**src/rtl/cache_victim_select.sv**
```systemverilog
// Round-robin victim selector: prefers the lowest invalid way, otherwise the set's pointer way.
// Optional CACHE_VICTIM_LOCK_EN adds per-way lock masks and a resp_none "no victim" flag.
module cache_victim_select #(
   parameter int WAYS  = 4,
   parameter int SETS  = 16,
   parameter int WAY_W = $clog2(WAYS),
   parameter int SET_W = $clog2(SETS)
) (
   input  logic             clk,
   input  logic             reset,
   input  logic             req_valid,
   input  logic [SET_W-1:0] req_set,
   input  logic [WAYS-1:0]  req_valid_mask,
`ifdef CACHE_VICTIM_LOCK_EN
   input  logic [WAYS-1:0]  req_lock_mask,
   output logic             resp_none,
`endif
   output logic             req_ready,
   output logic             resp_valid,
   output logic [WAY_W-1:0] resp_way,
   output logic             resp_invalid,
   input  logic             resp_ready
);

   typedef enum logic [1:0] {IDLE, LOOKUP, RESP} state_t;

   state_t           r_state;
   logic [SET_W-1:0] r_set;
   logic [WAYS-1:0]  r_vmask;
   logic [WAY_W-1:0] r_ptr [SETS];

   logic [WAY_W-1:0] w_ptr;
   logic [WAY_W-1:0] w_inv_way;
   logic [WAY_W-1:0] w_ptr_way;
   logic [WAY_W-1:0] w_idx;
   logic             w_inv_found;
   logic             w_ptr_found;
   logic             w_no_adv;
   logic [WAYS-1:0]  w_lock;
   logic [WAYS-1:0]  w_inv_cand;

`ifdef CACHE_VICTIM_LOCK_EN
   logic [WAYS-1:0]  r_lock;
   assign w_lock   = r_lock;
   assign w_no_adv = resp_invalid | resp_none;
`else
   assign w_lock   = '0;
   assign w_no_adv = resp_invalid;
`endif

   assign req_ready  = (r_state == IDLE);
   assign w_ptr      = r_ptr[r_set];
   assign w_inv_cand = ~r_vmask & ~w_lock;

   // Both searches scan downward so the last hit is the lowest index / nearest from pointer.
   always_comb begin
      w_inv_found = 1'b0;
      w_inv_way   = '0;
      w_ptr_found = 1'b0;
      w_ptr_way   = '0;
      w_idx       = '0;
      for (int i = WAYS-1; i >= 0; i--) begin
         if (w_inv_cand[i]) begin
            w_inv_found = 1'b1;
            w_inv_way   = WAY_W'(i);
         end
         w_idx = w_ptr + WAY_W'(i);
         if (!w_lock[w_idx]) begin
            w_ptr_found = 1'b1;
            w_ptr_way   = w_idx;
         end
      end
   end

   always_ff @(posedge clk or posedge reset) begin
      if (reset) begin
         r_state      <= IDLE;
         r_set        <= '0;
         r_vmask      <= '0;
         resp_valid   <= 1'b0;
         resp_way     <= '0;
         resp_invalid <= 1'b0;
         for (int s = 0; s < SETS; s++) r_ptr[s] <= '0;
`ifdef CACHE_VICTIM_LOCK_EN
         r_lock       <= '0;
         resp_none    <= 1'b0;
`endif
      end else begin
         case (r_state)
            IDLE: begin
               if (req_valid) begin
                  r_set   <= req_set;
                  r_vmask <= req_valid_mask;
`ifdef CACHE_VICTIM_LOCK_EN
                  r_lock  <= req_lock_mask;
`endif
                  r_state <= LOOKUP;
               end
            end
            LOOKUP: begin
               resp_valid <= 1'b1;
               r_state    <= RESP;
`ifdef CACHE_VICTIM_LOCK_EN
               resp_none  <= !w_inv_found && !w_ptr_found;
`endif
               if (w_inv_found) begin
                  resp_way     <= w_inv_way;
                  resp_invalid <= 1'b1;
               end else if (w_ptr_found) begin
                  resp_way     <= w_ptr_way;
                  resp_invalid <= 1'b0;
               end else begin
                  resp_way     <= '0;
                  resp_invalid <= 1'b0;
               end
            end
            RESP: begin
               if (resp_ready) begin
                  resp_valid <= 1'b0;
                  r_state    <= IDLE;
                  // Pointer moves past the evicted way; wraps naturally at WAY_W bits.
                  if (!w_no_adv) r_ptr[r_set] <= resp_way + WAY_W'(1);
               end
            end
            default: r_state <= IDLE;
         endcase
      end
   end

endmodule
```
**config.mk**
```make
export PLATFORM = sky130hd
export DESIGN_NAME = cache_victim_select
export DESIGN_NICKNAME = d
export VERILOG_FILES = /design/src/rtl/cache_victim_select.sv
export SDC_FILE = /design/constraint.sdc
export NUM_CORES = 1
export LEC_CHECK = 0
export ABC_AREA = 1
export CORE_MARGIN = 2
export CORE_UTILIZATION = 60
export DETAILED_ROUTE_END_ITERATION = 6
export PLACE_DENSITY = 0.9
export SYNTH_ARGS = -nofsm -noshare
export SYNTH_HDL_FRONTEND = slang
export SYNTH_SLANG_ARGS = --single-unit
```
**constraint.sdc**
```tcl
create_clock -name clk -period 2.1 [get_ports clk]
set_clock_uncertainty 0.05 [all_clocks]
set_input_delay 0.42 -clock clk [delete_from_list [all_inputs] [get_ports clk]]
set_output_delay 0.42 -clock clk [all_outputs]
set_load 0.02 [all_outputs]
```
==> out/summary.txt <==
Status - finished, final reports clean
Mapped Nets - 286
Power per Cell Area - 1321 nW/um2
RePlAce Congestion - 0.9024
First-pass GRT wire length - 7997 um
Starting Density - 63.05%
Hold-fix buffers, CTS - 0
Antenna Nets Post-Route - 0
Worst slew pin tran - 630.4 ps
Vias in the first global route - 1,729
DRT Wirelength - 4655 um
Buffers and inverters on the worst path - 1
Total leakage power - 1.184 nW
Global Route Usage Sum - 25.91%
Design area - 2437 um2
Synth Area per Inst - 7.799 um2
H-tree depth - 2
Slew margin rel. - 57.72%
Hold WS - 298.3 ps
Remaining DRCs - 0
CP endpoint kind - primary output
Post-synthesis register bit count - 46
Sequential-to-total area share from yosys stat - 53.86%
Die ar. - 4055 um2
Crit path max fanout - 3
Total CTS buffers - 5
I/O pin cnt - 17
Layout area overhead - 14.05%
Clk Latency, worst-skew pair - 360 ps
Die span in x - 63.68 um
Max Cap Violations - 0
Routed len/inst - 13.65 um
Clock root cell - clkbuf_4
Global route overflow - 0
Clk slew on worst S/H paths - 130 ps
I/O Buffers - 16
Final net count - 306
Power Total - 3.220 mW
Crit Path Category - reg -> out
CP cell instances - clkdlybuf4s50_1
RSZ-0062 raised after global routing - no
Critical path arrival - 1400 ps
Vias per cell - 5.328
Total placed cells including tap cells - 333
Synth warn - 0
Gate Count Post-Synth - 274
Clk buf depth - 2
CP max-delay cell - clkdlybuf4s50_1
Fin Setup TNS - 0 ps
Area after DPL - 2361 um2
Slew Viols, Final - 0
Library cells used by synthesis - 18
Slowest stage delay, CP - 630 ps
Class of the worst hold path - in -> async
Die H - 63.68 um
Non-Filler Instances - 341
Final min period - 1873 ps
Pre-antenna DRT Iters - 5
CTS Sinks - 46
FMAX - 533.8 MHz
Crit-path leading delay family - buffers and inverters
# Post-CTS Setup Buffers - 0
Required @ worst endpoint - 1630 ps
Vias - 1,817
Initial antenna violation count - 0
Pin count of the biggest net entering global routing - 30
Core ar. - 3390 um2
Ant. Diodes - 0
Row count - 21
HPWL reported at the end of detailed placement - 3310 um
1st-iter DRT viols - 167
Final hold violation count - 0
CP startpoint kind - flip-flop
Area of the mapped netlist - 2137 um2
VDD IR-drop max - 0.0008104 V
Post-CTS sizing - 0
CTS tree - done
Share of post-route cells with drive strength above 1 - 6.102%
Fin crit share - 89.20%
Setup-failing EPs final - 0
## final timing paths
check	slack [ps]	startpoint	depth (start not counted)	to
setup / recovery	230	resp_way[1]$_DFFE_PP0P_	1	resp_way[1]
hold / removal	300	reset	2	r_set[1]$_DFFE_PP0P_
setup reg to reg	270	r_set[0]$_DFFE_PP0P_	8	resp_way[1]$_DFFE_PP0P_
hold reg to reg	450	r_ptr[17]$_DFFE_PP0P_	2	r_ptr[17]$_DFFE_PP0P_
max in group asynchronous	1180	reset	3	r_ptr[28]$_DFFE_PP0P_
min in group clk	450	r_ptr[17]$_DFFE_PP0P_	2	r_ptr[17]$_DFFE_PP0P_
## cell type report
type | count | area [um2]
flip-flops and latches | 46 | 1151
fillers | 246 | 952.2
multi-input cells | 208 | 900.9
repair buffers | 20 | 205.2
clock buffers | 7 | 65.06
well taps | 46 | 57.56
inverters | 13 | 48.80
clock inverters | 1 | 8.758
## Yosys cell counts
cell type | n | area (um2)
buf_2 | 5 | 25.02
xnor2_1 | 1 | 8.760
dfrtp_1 | 46 | 1151
nand3b_1 | 1 | 7.510
nor2_4 | 2 | 22.52
a21oi_1 | 4 | 20.02
nor2_1 | 10 | 37.54
o21ai_0 | 25 | 125.1
nand2_1 | 141 | 529.3
buf_4 | 1 | 7.510
or2_4 | 1 | 8.760
nand3_1 | 1 | 5.000
nor3_4 | 2 | 32.53
nand4_1 | 2 | 12.51
clkbuf_1 | 1 | 3.750
nor2_2 | 1 | 6.260
o21ai_1 | 17 | 85.08
inv_1 | 13 | 48.80
## power breakdown
part	switching, mW	internal (mW)
registers	0.284	1.22
clock network	0.278	0.198
logic	0.815	0.428
## registers in the layout, indices dropped and copies added, names as in the netlist
signal        count
r_ptr            32
r_set             4
r_vmask           4
r_state           2
resp_way          2
resp_invalid      1
resp_valid        1
## metrics by stage
stage / setup slack [ps] / utilization [%]
floorplan: 542.2 / -
global placement: 117.6 / 69.66
detailed placement: 58.35 / 69.66
CTS: 70.36 / 71.83
global route: 116.9 / 71.91
finish: 226.7 / 71.91
## per-layer routing
layer / GRT usage, % / share of wire [%] / up-vias
li1: - / - / 906
met1: 36.32 / 46 / 843
met2: 39.87 / 48 / 58
met3: 5.357 / 4.9 / 10
met4: 9.783 / 1.6 / 0
met5: 0 / 0 / -
## logic make-up after synthesis
family	share of synthesized area [%]
simple gates	30.97
xor+xnor	0.4099
buf+inv	3.981
compound gates	10.77
flops	53.86
## layout by cell type, fill, tap and decap left out
master / count
nand4_1: 2
clkinv_4: 1
o21ai_0: 25
buf_4: 3
nand3b_1: 1
inv_1: 12
dlymetal6s2s_1: 1
a21oi_1: 4
nor2_4: 2
nand3_1: 1
clkbuf_4: 5
clkbuf_8: 2
o21ai_1: 17
dfrtp_1: 46
nor2_1: 10
buf_12: 1
clkinv_1: 1
clkdlybuf4s50_1: 15
xnor2_1: 1
or2_4: 1
nor2_2: 1
nand2_1: 141
nor3_4: 2
No activity file was read; power rests on OpenSTA's default activity.
